### config.mk
export PLATFORM = sky130hd
export DESIGN_NAME = audio_level_meter
export DESIGN_NICKNAME = d
export VERILOG_FILES = /design/src/rtl/audio_level_meter.sv
export SDC_FILE = /design/constraint.sdc
export NUM_CORES = 2
export LEC_CHECK = 0
export BUFFER_PORTS_ARGS = -buffer_cell sky130_fd_sc_hd__clkbuf_2
export CORE_MARGIN = 2
export CORE_UTILIZATION = 32
export CTS_CLUSTER_DIAMETER = 80
export CTS_CLUSTER_SIZE = 10
export DETAILED_ROUTE_END_ITERATION = 6
export PLACE_DENSITY = 0.51
export SLEW_MARGIN = 0
export SYNTH_ARGS = -nofsm -noshare
export SYNTH_HDL_FRONTEND = slang
export SYNTH_SLANG_ARGS = --single-unit
### constraint.sdc
create_clock -name clk -period 6.1 [get_ports clk]
set_clock_uncertainty 0.1 [all_clocks]
set_input_delay 0.915 -clock clk [delete_from_list [all_inputs] [get_ports clk]]
set_output_delay 0.915 -clock clk [all_outputs]
set_load 0.005 [all_outputs]
### src/rtl/audio_level_meter.sv
// audio_level_meter: stereo RMS VU meter with peak hold driving an LED bar/dot display
module audio_level_meter #(
  parameter int          SAMPLE_W = 16,
  parameter int          NUM_LEDS = 8,
  parameter int unsigned STEP     = 32'h0200,
  parameter int          WIN_LOG2 = 4,
  parameter int          HOLD_WIN = 8
) (
  input  logic                       clk,
  input  logic                       rst,
  input  logic                       vld,
  input  logic signed [SAMPLE_W-1:0] lft_chnnl,
  input  logic signed [SAMPLE_W-1:0] rght_chnnl,
  input  logic                       mode,
  input  logic                       clr_ovr,
  output logic        [SAMPLE_W-1:0] level,
  output logic                       level_vld,
  output logic        [SAMPLE_W-1:0] peak,
  output logic                       overrun,
  output logic        [NUM_LEDS-1:0] LED
);
  localparam int MW = 2 * SAMPLE_W;
  localparam int AW = MW + WIN_LOG2;
  localparam int RQ = SAMPLE_W + 2;
  localparam int RW = SAMPLE_W + 4;
  localparam int CW = $clog2(SAMPLE_W + 1);
  localparam int TW = SAMPLE_W + $clog2(NUM_LEDS);
  localparam int HW = $clog2(HOLD_WIN + 1);
  localparam logic [SAMPLE_W-1:0] STEP_W = SAMPLE_W'(STEP);

  typedef enum logic [1:0] {IDLE, CALC, DONE} state_t;

  state_t               state_q, state_d;
  logic [WIN_LOG2-1:0]  cnt_q;
  logic [AW-1:0]        acc_q, sum;
  logic signed [MW-1:0] l_sq, r_sq;
  logic [MW:0]          sq_sum;
  logic [MW-1:0]        ms, rad_q;
  logic [RQ-1:0]        rem_q;
  logic [RW-1:0]        rem_sh, trial;
  logic [SAMPLE_W-1:0]  root_q, root_nx, level_q, peak_q;
  logic [CW-1:0]        bit_q;
  logic [HW-1:0]        hold_q;
  logic [NUM_LEDS-1:0]  led_q, bar, pbar;
  logic                 win_end, start, last, ge, level_vld_q, overrun_q;

  assign l_sq    = MW'(lft_chnnl) * MW'(lft_chnnl);
  assign r_sq    = MW'(rght_chnnl) * MW'(rght_chnnl);
  assign sq_sum  = {1'b0, l_sq} + {1'b0, r_sq};
  assign sum     = acc_q + AW'(sq_sum >> 1);
  assign win_end = vld && &cnt_q;
  assign ms      = MW'(sum >> WIN_LOG2);
  assign start   = win_end && state_q == IDLE;
  assign last    = state_q == CALC && bit_q == CW'(SAMPLE_W - 1);
  assign rem_sh  = {rem_q, rad_q[MW-1 -: 2]};
  assign trial   = RW'({root_q, 2'b01});
  assign ge      = rem_sh >= trial;
  assign root_nx = {root_q[SAMPLE_W-2:0], ge};

  // Window accumulator; clears on the window's last sample so the next window starts clean
  always_ff @(posedge clk or posedge rst)
    if (rst) begin
      acc_q <= '0;
      cnt_q <= '0;
    end else if (vld) begin
      acc_q <= win_end ? '0 : sum;
      cnt_q <= cnt_q + 1'b1;
    end

  // Sqrt FSM state register
  always_ff @(posedge clk or posedge rst)
    if (rst) state_q <= IDLE;
    else     state_q <= state_d;

  // Sqrt FSM next state: one result bit per CALC cycle, then a single DONE cycle
  always_comb begin
    state_d = state_q;
    case (state_q)
      IDLE:    state_d = win_end ? CALC : IDLE;
      CALC:    state_d = last ? DONE : CALC;
      DONE:    state_d = IDLE;
      default: state_d = IDLE;
    endcase
  end

  // Restoring square root: radicand consumed two bits per cycle from the top
  always_ff @(posedge clk or posedge rst)
    if (rst) begin
      rad_q  <= '0;
      rem_q  <= '0;
      root_q <= '0;
      bit_q  <= '0;
    end else if (start) begin
      rad_q  <= ms;
      rem_q  <= '0;
      root_q <= '0;
      bit_q  <= '0;
    end else if (state_q == CALC) begin
      rad_q  <= rad_q << 2;
      rem_q  <= RQ'(ge ? rem_sh - trial : rem_sh);
      root_q <= root_nx;
      bit_q  <= bit_q + 1'b1;
    end

  // Publish the result as the FSM enters DONE; a window ending while busy is dropped and flagged
  always_ff @(posedge clk or posedge rst)
    if (rst) begin
      level_q     <= '0;
      level_vld_q <= 1'b0;
      overrun_q   <= 1'b0;
    end else begin
      level_vld_q <= last;
      if (last) level_q <= root_nx;
      overrun_q   <= (win_end && state_q != IDLE) || (overrun_q && !clr_ovr);
    end

  // Peak hold for HOLD_WIN results, then linear decay by STEP per result
  always_ff @(posedge clk or posedge rst)
    if (rst) begin
      peak_q <= '0;
      hold_q <= '0;
    end else if (level_vld_q) begin
      if (level_q >= peak_q) begin
        peak_q <= level_q;
        hold_q <= HW'(HOLD_WIN);
      end else if (hold_q != '0) hold_q <= hold_q - 1'b1;
      else peak_q <= peak_q > STEP_W ? peak_q - STEP_W : '0;
    end

  // Thermometer codes for level and peak against ascending thresholds i*STEP
  always_comb begin
    bar  = '0;
    pbar = '0;
    for (int i = 0; i < NUM_LEDS; i++) begin
      bar[i]  = TW'(level_q) > TW'(i) * TW'(STEP_W);
      pbar[i] = TW'(peak_q) > TW'(i) * TW'(STEP_W);
    end
  end

  // LED drive: codes are thermometers, so x & ~(x >> 1) isolates the top lit LED
  always_ff @(posedge clk or posedge rst)
    if (rst) led_q <= '0;
    else     led_q <= (mode ? bar & ~(bar >> 1) : bar) | (pbar & ~(pbar >> 1));

  assign level     = level_q;
  assign level_vld = level_vld_q;
  assign peak      = peak_q;
  assign overrun   = overrun_q;
  assign LED       = led_q;
endmodule
==> impl_metrics.toml <==
[timing]
drv_slew = 0
finalCritPeriodShare = 1.48
max_freq_mhz = 111
rsz0062_at_grt = "true"
maxSlewHeadroom = 0.262
layout_min_cycle_time_ns = 9.05
worst_pin_slew_ns = 1.11
hold_viol = 0
worst_slack_ns = -2.95
finalSetupViolations = 56

[drt]
vias = 22900
wl_per_cell_microns = 14.6
initialDrtViolationCount = 838
antenna_left = 0
viasPerCell = 4.57
drt-total-wl_microns = 73300
firstDrtPassIters = 7
drc_errors = 1

[setup_path]
cpMostUsedCell = "fa_1"
crit_type = "in2reg"
worstPathRequired_ns = 6.36
end_kind = "flop"
arrival_ns = 9.31
slowest_delay_ns = 0.52
cp_max_fo = 5
critPathLaunchType = "input pin"
r2r_setup_slack_ns = 2.45
slowest_stage = "fa_1"

[clock_network]
worstSkewPairLatency_ns = 0.44
path_clk_slew_ns = 0.07
cts_tree = "done"
cts-htree-levels = 4
holdBufCountCts = 0
numCtsBuffers = 17
root_buffer = "clkbuf_16"
cts_sinks = 158
cts_max_path_buffers = 2

[die]
die_h_microns = 303
dieArea_sq_um = 92000
start_util = 0.324
row_count = 109
fp.dieW_microns = 303
coreArea_sq_um = 88500
num_io_pins = 79

[layout]
final_cell_mix = "inv_1, buf_4, fa_1"
final_cell_count_no_fill = 5022
antenna_cells = 0
area.growth.synth_to_final_pct = 32.3
drive_above_1_share = 0.279
mostFrequentLayoutCell = "inv_1"
nNetsFinal = 4639

[global_route]
grt_util_all_layers = 0.165
antenna_found_initial = 0
grt_pass1_vias = 24300
grt_first_pass_wirelength_microns = 123000
grt_max_degree = 66
grt-ovfl-total = 0

[place]
dp_cells = 4945
gp_congestion = 0.842
dp_slack_ns = -3.75
post-dp-hpwl_microns = 61500
io_buffer_count = 78

[outcome]
violations = "design-rule violations, negative setup slack"
status = "finished, violations left"

[synth]
ys_seq_elements = 158
yosys_warnings = 0
syn-cell-area_sq_um = 28700
async_flop_share = 1.00
synth_nets = 4001
avgSynthCellArea_sq_um = 8.94
yosysUniqueCellTypes = 75
synth-seq-area-share = 0.138
synth_edf_count = 0
syn_inst = 3206
synth_ff_type = "dfrtp_1"

[job]
cap_violations = 0

[worst_hold_path]
hp-class = "reg2reg"
path summary, 6_finish.rpt:
kind                       depth (start not counted)          from         to
max in group asynchronous                          3           rst  rad_q[19]
min reg2reg                                        1      cnt_q[3]   cnt_q[3]
min                                                1      cnt_q[3]   cnt_q[3]
min in group asynchronous                          2           rst   acc_q[2]
max reg2reg                                       12     root_q[0]   rem_q[3]
max                                               39  lft_chnnl[2]  acc_q[32]
synthesized netlist by cell type (6+ instances only):
cell / count / share of area
nand4_1: 18 / 0.0039
nand2b_1: 28 / 0.0061
mux2i_1: 9 / 0.0031
ha_1: 286 / 0.12
nand3_1: 65 / 0.011
xnor2_1: 118 / 0.036
nor4_1: 10 / 0.0022
buf_1: 6 / 0.00079
inv_1: 768 / 0.10
a22oi_1: 27 / 0.0071
o211ai_1: 15 / 0.0039
nand2_1: 252 / 0.033
xor2_1: 44 / 0.013
a211oi_1: 12 / 0.0031
o22ai_1: 35 / 0.0076
o31ai_1: 11 / 0.0029
and3_1: 14 / 0.0031
a22o_1: 15 / 0.0046
fa_1: 472 / 0.33
nor2b_1: 28 / 0.0061
o21bai_1: 15 / 0.0039
nor3_1: 22 / 0.0038
dfrtp_1: 158 / 0.14
a21o_1: 63 / 0.017
a31o_2: 13 / 0.0040
nor2_1: 145 / 0.019
and2_1: 76 / 0.017
clkbuf_1: 77 / 0.010
o21ai_0: 148 / 0.026
a31oi_1: 15 / 0.0033
or3_1: 9 / 0.0020
o21a_1: 18 / 0.0047
a21oi_1: 123 / 0.021
per-stage QoR:
stage	hold slack, ns	utilization	area, sq um	TNS, ns
floorplan	0.343	-	29300	-108.15
global placement	0.362	0.396	35100	-166.13
detailed placement	0.370	0.396	35100	-167.60
CTS	0.383	0.419	37100	-115.97
global route	0.417	0.428	37900	-136.11
finish	0.375	0.428	37900	-121.14
timing repair:
| action | in CTS | in global routing |
|---|---|---|
| cloned | 1 | 0 |
| gates resized for setup | 238 | 148 |
| setup endpoints to repair | 60 | 60 |
| pin swaps | 149 | 73 |
| setup buffers | 30 | 19 |
state kept, by name (all words and copies together) (netlist names):
name / flops
acc_q: 36
rad_q: 32
rem_q: 18
level: 16
peak: 16
root_q: 16
LED: 8
bit_q: 5
cnt_q: 4
hold_q: 4
level_vld: 1
overrun: 1
state_q: 1
kinds of logic after synthesis:
group           Yosys count  share of synthesized area
buf+inv                 860                      0.114
fa+ha+maj               758                      0.455
simple gates            692                      0.114
compound gates          563                      0.126
xor+xnor                162                     0.0495
flops                   158                      0.138
mux                      13                    0.00471
worst max-delay path, delay by kind of cell:
kind	cells	cell delay, ns
adder cells (fa/ha/maj)	9	3.78
AO/OA/AOI/OAI	13	2.36
AND/OR/NAND/NOR	8	1.28
buffers and inverters	7	0.59
XOR/XNOR	2	0.36
area by class of cell:
class / count / area (sq um)
sequential: 158 / 3950
timing repair buffer: 709 / 5570
clock buffer: 18 / 439
inverter: 770 / 2900
fill: 8732 / 50600
clock inverter: 14 / 205
multi-input combinational: 2188 / 23400
tap: 1165 / 1460
layer usage:
layer,share of wire,track usage,vias to the layer above
met5,0,0,-
met2,0.49,0.288,189
met1,0.48,0.229,11300
met4,0.0093,0.0223,0
li1,-,-,11400
met3,0.017,0.00992,37
Power is not shown: default switching activity piles up to over one toggle a cycle in this logic, so the estimate is an artifact.
